### src/rtl/uart_rx_fifo.sv
// Receive-side FWFT byte buffer behind the UART receiver: circular storage,
// occupancy/almost-full status and a sticky overrun flag for dropped words.
module uart_rx_fifo #(
  parameter int unsigned DBITS        = 8,
  parameter int unsigned DEPTH        = 16,
  parameter int unsigned AFULL_THRESH = 12
) (
  input  logic                       i_clk,
  input  logic                       i_rst_n,
  input  logic                       i_wr_en,
  input  logic [DBITS-1:0]           i_wr_data,
  output logic                       o_rd_valid,
  input  logic                       i_rd_ready,
  output logic [DBITS-1:0]           o_rd_data,
  output logic [$clog2(DEPTH):0]     o_count,
  output logic                       o_empty,
  output logic                       o_full,
  output logic                       o_afull,
  output logic                       o_overrun,
  input  logic                       i_ovr_clr
);

  localparam int unsigned AW = $clog2(DEPTH);
  localparam int unsigned CW = AW + 1;

  logic [DBITS-1:0] mem_q [DEPTH];
  logic [AW-1:0]    wr_ptr_q, wr_ptr_d;
  logic [AW-1:0]    rd_ptr_q, rd_ptr_d;
  logic [CW-1:0]    count_q, count_d;
  logic             overrun_q, overrun_d;

  logic empty_c, full_c, rd_fire_c, wr_accept_c;

  // Status is decoded straight from the registered occupancy
  assign empty_c     = (count_q == '0);
  assign full_c      = (count_q == CW'(DEPTH));
  assign rd_fire_c   = ~empty_c & i_rd_ready;
  assign wr_accept_c = i_wr_en & (~full_c | rd_fire_c);

  always_comb begin
    wr_ptr_d  = wr_ptr_q;
    rd_ptr_d  = rd_ptr_q;
    count_d   = count_q;
    overrun_d = overrun_q;
    if (wr_accept_c) wr_ptr_d = wr_ptr_q + AW'(1);
    if (rd_fire_c)   rd_ptr_d = rd_ptr_q + AW'(1);
    unique case ({wr_accept_c, rd_fire_c})
      2'b10:   count_d = count_q + CW'(1);
      2'b01:   count_d = count_q - CW'(1);
      default: count_d = count_q;
    endcase
    // A dropped write sets the flag even when a clear arrives in the same cycle
    if (i_ovr_clr)                 overrun_d = 1'b0;
    if (i_wr_en && !wr_accept_c)   overrun_d = 1'b1;
  end

  always_ff @(posedge i_clk or negedge i_rst_n) begin
    if (!i_rst_n) begin
      wr_ptr_q  <= '0;
      rd_ptr_q  <= '0;
      count_q   <= '0;
      overrun_q <= 1'b0;
    end else begin
      wr_ptr_q  <= wr_ptr_d;
      rd_ptr_q  <= rd_ptr_d;
      count_q   <= count_d;
      overrun_q <= overrun_d;
    end
  end

  // Storage is intentionally left unreset
  always_ff @(posedge i_clk) begin
    if (wr_accept_c) mem_q[wr_ptr_q] <= i_wr_data;
  end

  assign o_rd_valid = ~empty_c;
  assign o_rd_data  = empty_c ? '0 : mem_q[rd_ptr_q];
  assign o_count    = count_q;
  assign o_empty    = empty_c;
  assign o_full     = full_c;
  assign o_afull    = (count_q >= CW'(AFULL_THRESH));
  assign o_overrun  = overrun_q;

endmodule

### config.mk
export PLATFORM = sky130hd
export DESIGN_NAME = uart_rx_fifo
export DESIGN_NICKNAME = d
export VERILOG_FILES = /design/src/rtl/uart_rx_fifo.sv
export SDC_FILE = /design/constraint.sdc
export NUM_CORES = 1
export LEC_CHECK = 0
export ABC_AREA = 0
export ABC_CLOCK_PERIOD_IN_PS = 5500
export BUFFER_PORTS_ARGS = -buffer_cell sky130_fd_sc_hd__buf_2
export CAP_MARGIN = 15
export CORE_MARGIN = 4
export CORE_UTILIZATION = 55
export DETAILED_ROUTE_END_ITERATION = 8
export GPL_TIMING_DRIVEN = 1
export PLACE_DENSITY = 0.73
export SYNTH_ARGS = -nofsm -noshare
export SYNTH_HDL_FRONTEND = slang
export SYNTH_SLANG_ARGS = --single-unit
### constraint.sdc
create_clock -name i_clk -period 5.5 [get_ports i_clk]
set_input_delay 0.275 -clock i_clk [delete_from_list [all_inputs] [get_ports i_clk]]
set_output_delay 0.275 -clock i_clk [all_outputs]
set_load 0.005 [all_outputs]
==> flow_metrics.tcl <==
set metrics [dict create \
    status "finished clean" \
    cp.required_ps 5220 \
    maxCapViolCount 0 \
    gp_congestion 0.7554 \
    crit_cells 6 \
    netSwitchingFraction 0.2954 \
    r2r-start "o_count[1]$_DFFE_PN0P_" \
    vias_per_cell 5.882 \
    max_slew.worst_pin.slew_ps 1136 \
    p_seq_frac 0.402 \
    pre_cts_ws_ps 2701 \
    core_area_sq_mm 0.01042 \
    grt_first_pass_wirelength_um 17280 \
    place_hpwl_um 6814 \
    drive_gt1_frac 0.2956 \
    cp_max_fo 12 \
    critPathLaunchType "register" \
    tritoncts "built" \
    portBuffers 30 \
    rows 37 \
    pin_count 31 \
    synth_area_per_cell_sq_um 19.43 \
    power_w 0.003597 \
    syn_area_sq_mm 0.005944 \
    drt_pass1_iterations 4 \
    area_delta_synth_final_pct 14.44 \
    drv_slew 0 \
    routed_wl_um 10980 \
    yosysSeqAreaShare 0.7055 \
    rsz0062_at_grt "no" \
    postCtsSetupRepairBufs 0 \
    cpPeakStageDelay_ps 650 \
    finalNetCount 371 \
    tns_ps 0 \
    cts_made_buffers 17 \
    drc 0 \
    cp_top_family "multiplexers" \
    grt_pass1_vias 2960 \
    slew_headroom 0.2366 \
    start_util 0.5707 \
    power.density_mw_per_mm2 528.8 \
    numClockSinks 142 \
    leakage_nw 2.411 \
    cts_root_buffer "clkbuf_8" \
    min_period_ps 3138 \
    critPathLaunch "rd_ptr_q[1]$_DFFE_PN0P_" \
    h-tree-depth 4 \
    r2r_end "o_count[4]$_DFFE_PN0P_" \
    overflow 0 \
    pwr-share-comb 0.286 \
    worstSetupEndpoint "o_rd_data[3]" \
    worst_setup_path_end_kind "primary output" \
    clk_pin_slew_ps 60 \
    syn_inst 306 \
    p_int_w 0.002535 \
    n_antenna_cell 0 \
    reg2reg_depth 9 \
    antenna_found_initial 0 \
    p_sw_w 0.001063 \
    hold_violations 0 \
    wl_per_cell_um 22.04 \
    clock_skew_ps 9.554 \
    final_common_cell "edfxtp_1" \
    vdd_ir_drop_max_mv 0.3276 \
    fp.dieW_um 112.0 \
    yosys_warnings 0 \
    fillCellCount 708 \
    post-route-period-util 0.5705 \
    grt_max_degree 28 \
    fmax_mhz 318.7 \
    cts_resized 0 \
    die_area_sq_mm 0.01254 \
    worstSetupPathType "reg2out" \
    via_count 2929 \
    grt_usage 0.1875 \
    setup_violations 0 \
    setup_ws_ps 2362 \
    hp-class "in2reg" \
    cp_num_buf_inv 2 \
    postRouteAntennaNets 0 \
    yosysUniqueCellTypes 39 \
    slowest_stage "dfrtp_1" \
    r2r_setup_slack_ps 2710 \
    die_h_um 112.0 \
    most-common-layout-cells "edfxtp_1, buf_2, mux4_2, clkbuf_16, dfrtp_1" \
    synth_fp_nets 328 \
    clock_power_share 0.312 \
    arrival_ps 2860 \
    crit_chain "buf_4 > mux4_1 > mux2_2 > o21ai_0 > a21oi_1 > buf_2" \
    ys_ff_latch 142 \
    clock_path_buffers 2 \
    drt_iter0_markers 229 \
    clk_latency_ps 520 \
]
-- worst min-delay path: stages --
cell and delay [ps]:
buf_2 140, nand3_1 80, xnor2_1 60
-- metrics by stage --
stage	util	cell area, sq um	cells	hold WS [ps]
after floorplan	-	5944	306	-20.59
after global placement	0.5941	6188	463	192.2
after detailed placement	0.5941	6188	463	192.5
after CTS	0.6524	6795	497	67.12
after global routing	0.6531	6803	498	100.5
final	0.6531	6803	498	76.48
-- synth_stat cells (all sizes together) --
master	number	area (sq um)
edfxtp	128	3844
mux4	32	754.5
dfrtp	14	350.3
inv	12	45.04
buf	11	111.4
mux2	11	131.4
o21ai	11	58.80
a21oi	10	50.05
mux2i	10	100.1
nor2	9	33.78
and3	8	50.05
ha	8	100.1
xnor2	8	70.07
nand3	5	25.02
nor4	5	37.53
clkbuf	4	22.52
nand2	3	11.26
nand2b	3	18.77
a21o	2	15.01
o211ai	2	15.01
a2111o	1	11.26
and2	1	6.260
fa	1	20.02
nand4	1	6.260
o21a	1	7.510
o2bb2ai	1	15.01
o31a	1	8.760
o32ai	1	8.760
or4	1	7.510
xor2	1	8.760
-- kinds of logic after synthesis --
| family | after synthesis | synth area share |
|---|---|---|
| buf+inv | 27 | 0.03010 |
| mux | 53 | 0.1659 |
| fa+ha+maj | 9 | 0.02021 |
| flops | 142 | 0.7055 |
| simple gates | 36 | 0.03305 |
| compound gates | 30 | 0.03199 |
| xor+xnor | 9 | 0.01326 |
-- state kept, by name (all words and copies together) (netlist names) --
| signal | cells |
|---|---|
| mem_q | 128 |
| o_count | 5 |
| o_overrun | 1 |
| rd_ptr_q | 4 |
| wr_ptr_q | 4 |
-- how the worst min path moves through the flow --
stage | start | end | depth (start not counted)
4_1_cts | i_rd_ready | rd_ptr_q[2]$_DFFE_PN0P_ | 3
2_1_floorplan | i_rst_n | o_count[0]$_DFFE_PN0P_ | 0
5_1_grt | i_rd_ready | rd_ptr_q[2]$_DFFE_PN0P_ | 3
3_3_place_gp | i_rst_n | wr_ptr_q[0]$_DFFE_PN0P_ | 1
3_5_place_dp | i_rst_n | wr_ptr_q[0]$_DFFE_PN0P_ | 1
6_report | i_rd_ready | rd_ptr_q[2]$_DFFE_PN0P_ | 3
-- power groups by stage --
stage | Clock (W) | Sequential (W) | Combinational, W
2_1_floorplan | 0 | 0.00140 | 0.000840
4_1_cts | 0.00113 | 0.00145 | 0.00104
6_report | 0.00112 | 0.00145 | 0.00103
3_3_place_gp | 0 | 0.00146 | 0.00103
5_1_grt | 0.00119 | 0.00147 | 0.00113
3_5_place_dp | 0 | 0.00147 | 0.00104
-- what timing repair did --
item | in CTS | in global routing
hold buffers | 2 | 0
hold endpoints to repair | 15 | 0
endpoints found under the setup margin | 0 | 0
-- per-layer routing --
metal  wire, um  vias to the layer above  share of wire  GRT usage
met5          0                        -              0          0
met4         93                        0         0.0085    0.05048
met3        640                       10          0.058    0.04620
met2       5535                       88           0.50     0.3002
met1       4707                     1501           0.43     0.2621
li1           -                     1330              -          -
-- cell type report --
cell class / count / area, sq um / share of cell area
Clock buffer: 18 / 417.9 / 0.06143
Clock inverter: 14 / 168.9 / 0.02483
Inverter: 12 / 45.04 / 0.006621
Multi-Input combinational cell: 137 / 1584 / 0.2328
Sequential cell: 142 / 4194 / 0.6165
Tap cell: 136 / 170.2 / 0.02501
Timing Repair Buffer: 39 / 222.7 / 0.03274
Power figures use the tool's default switching activity.
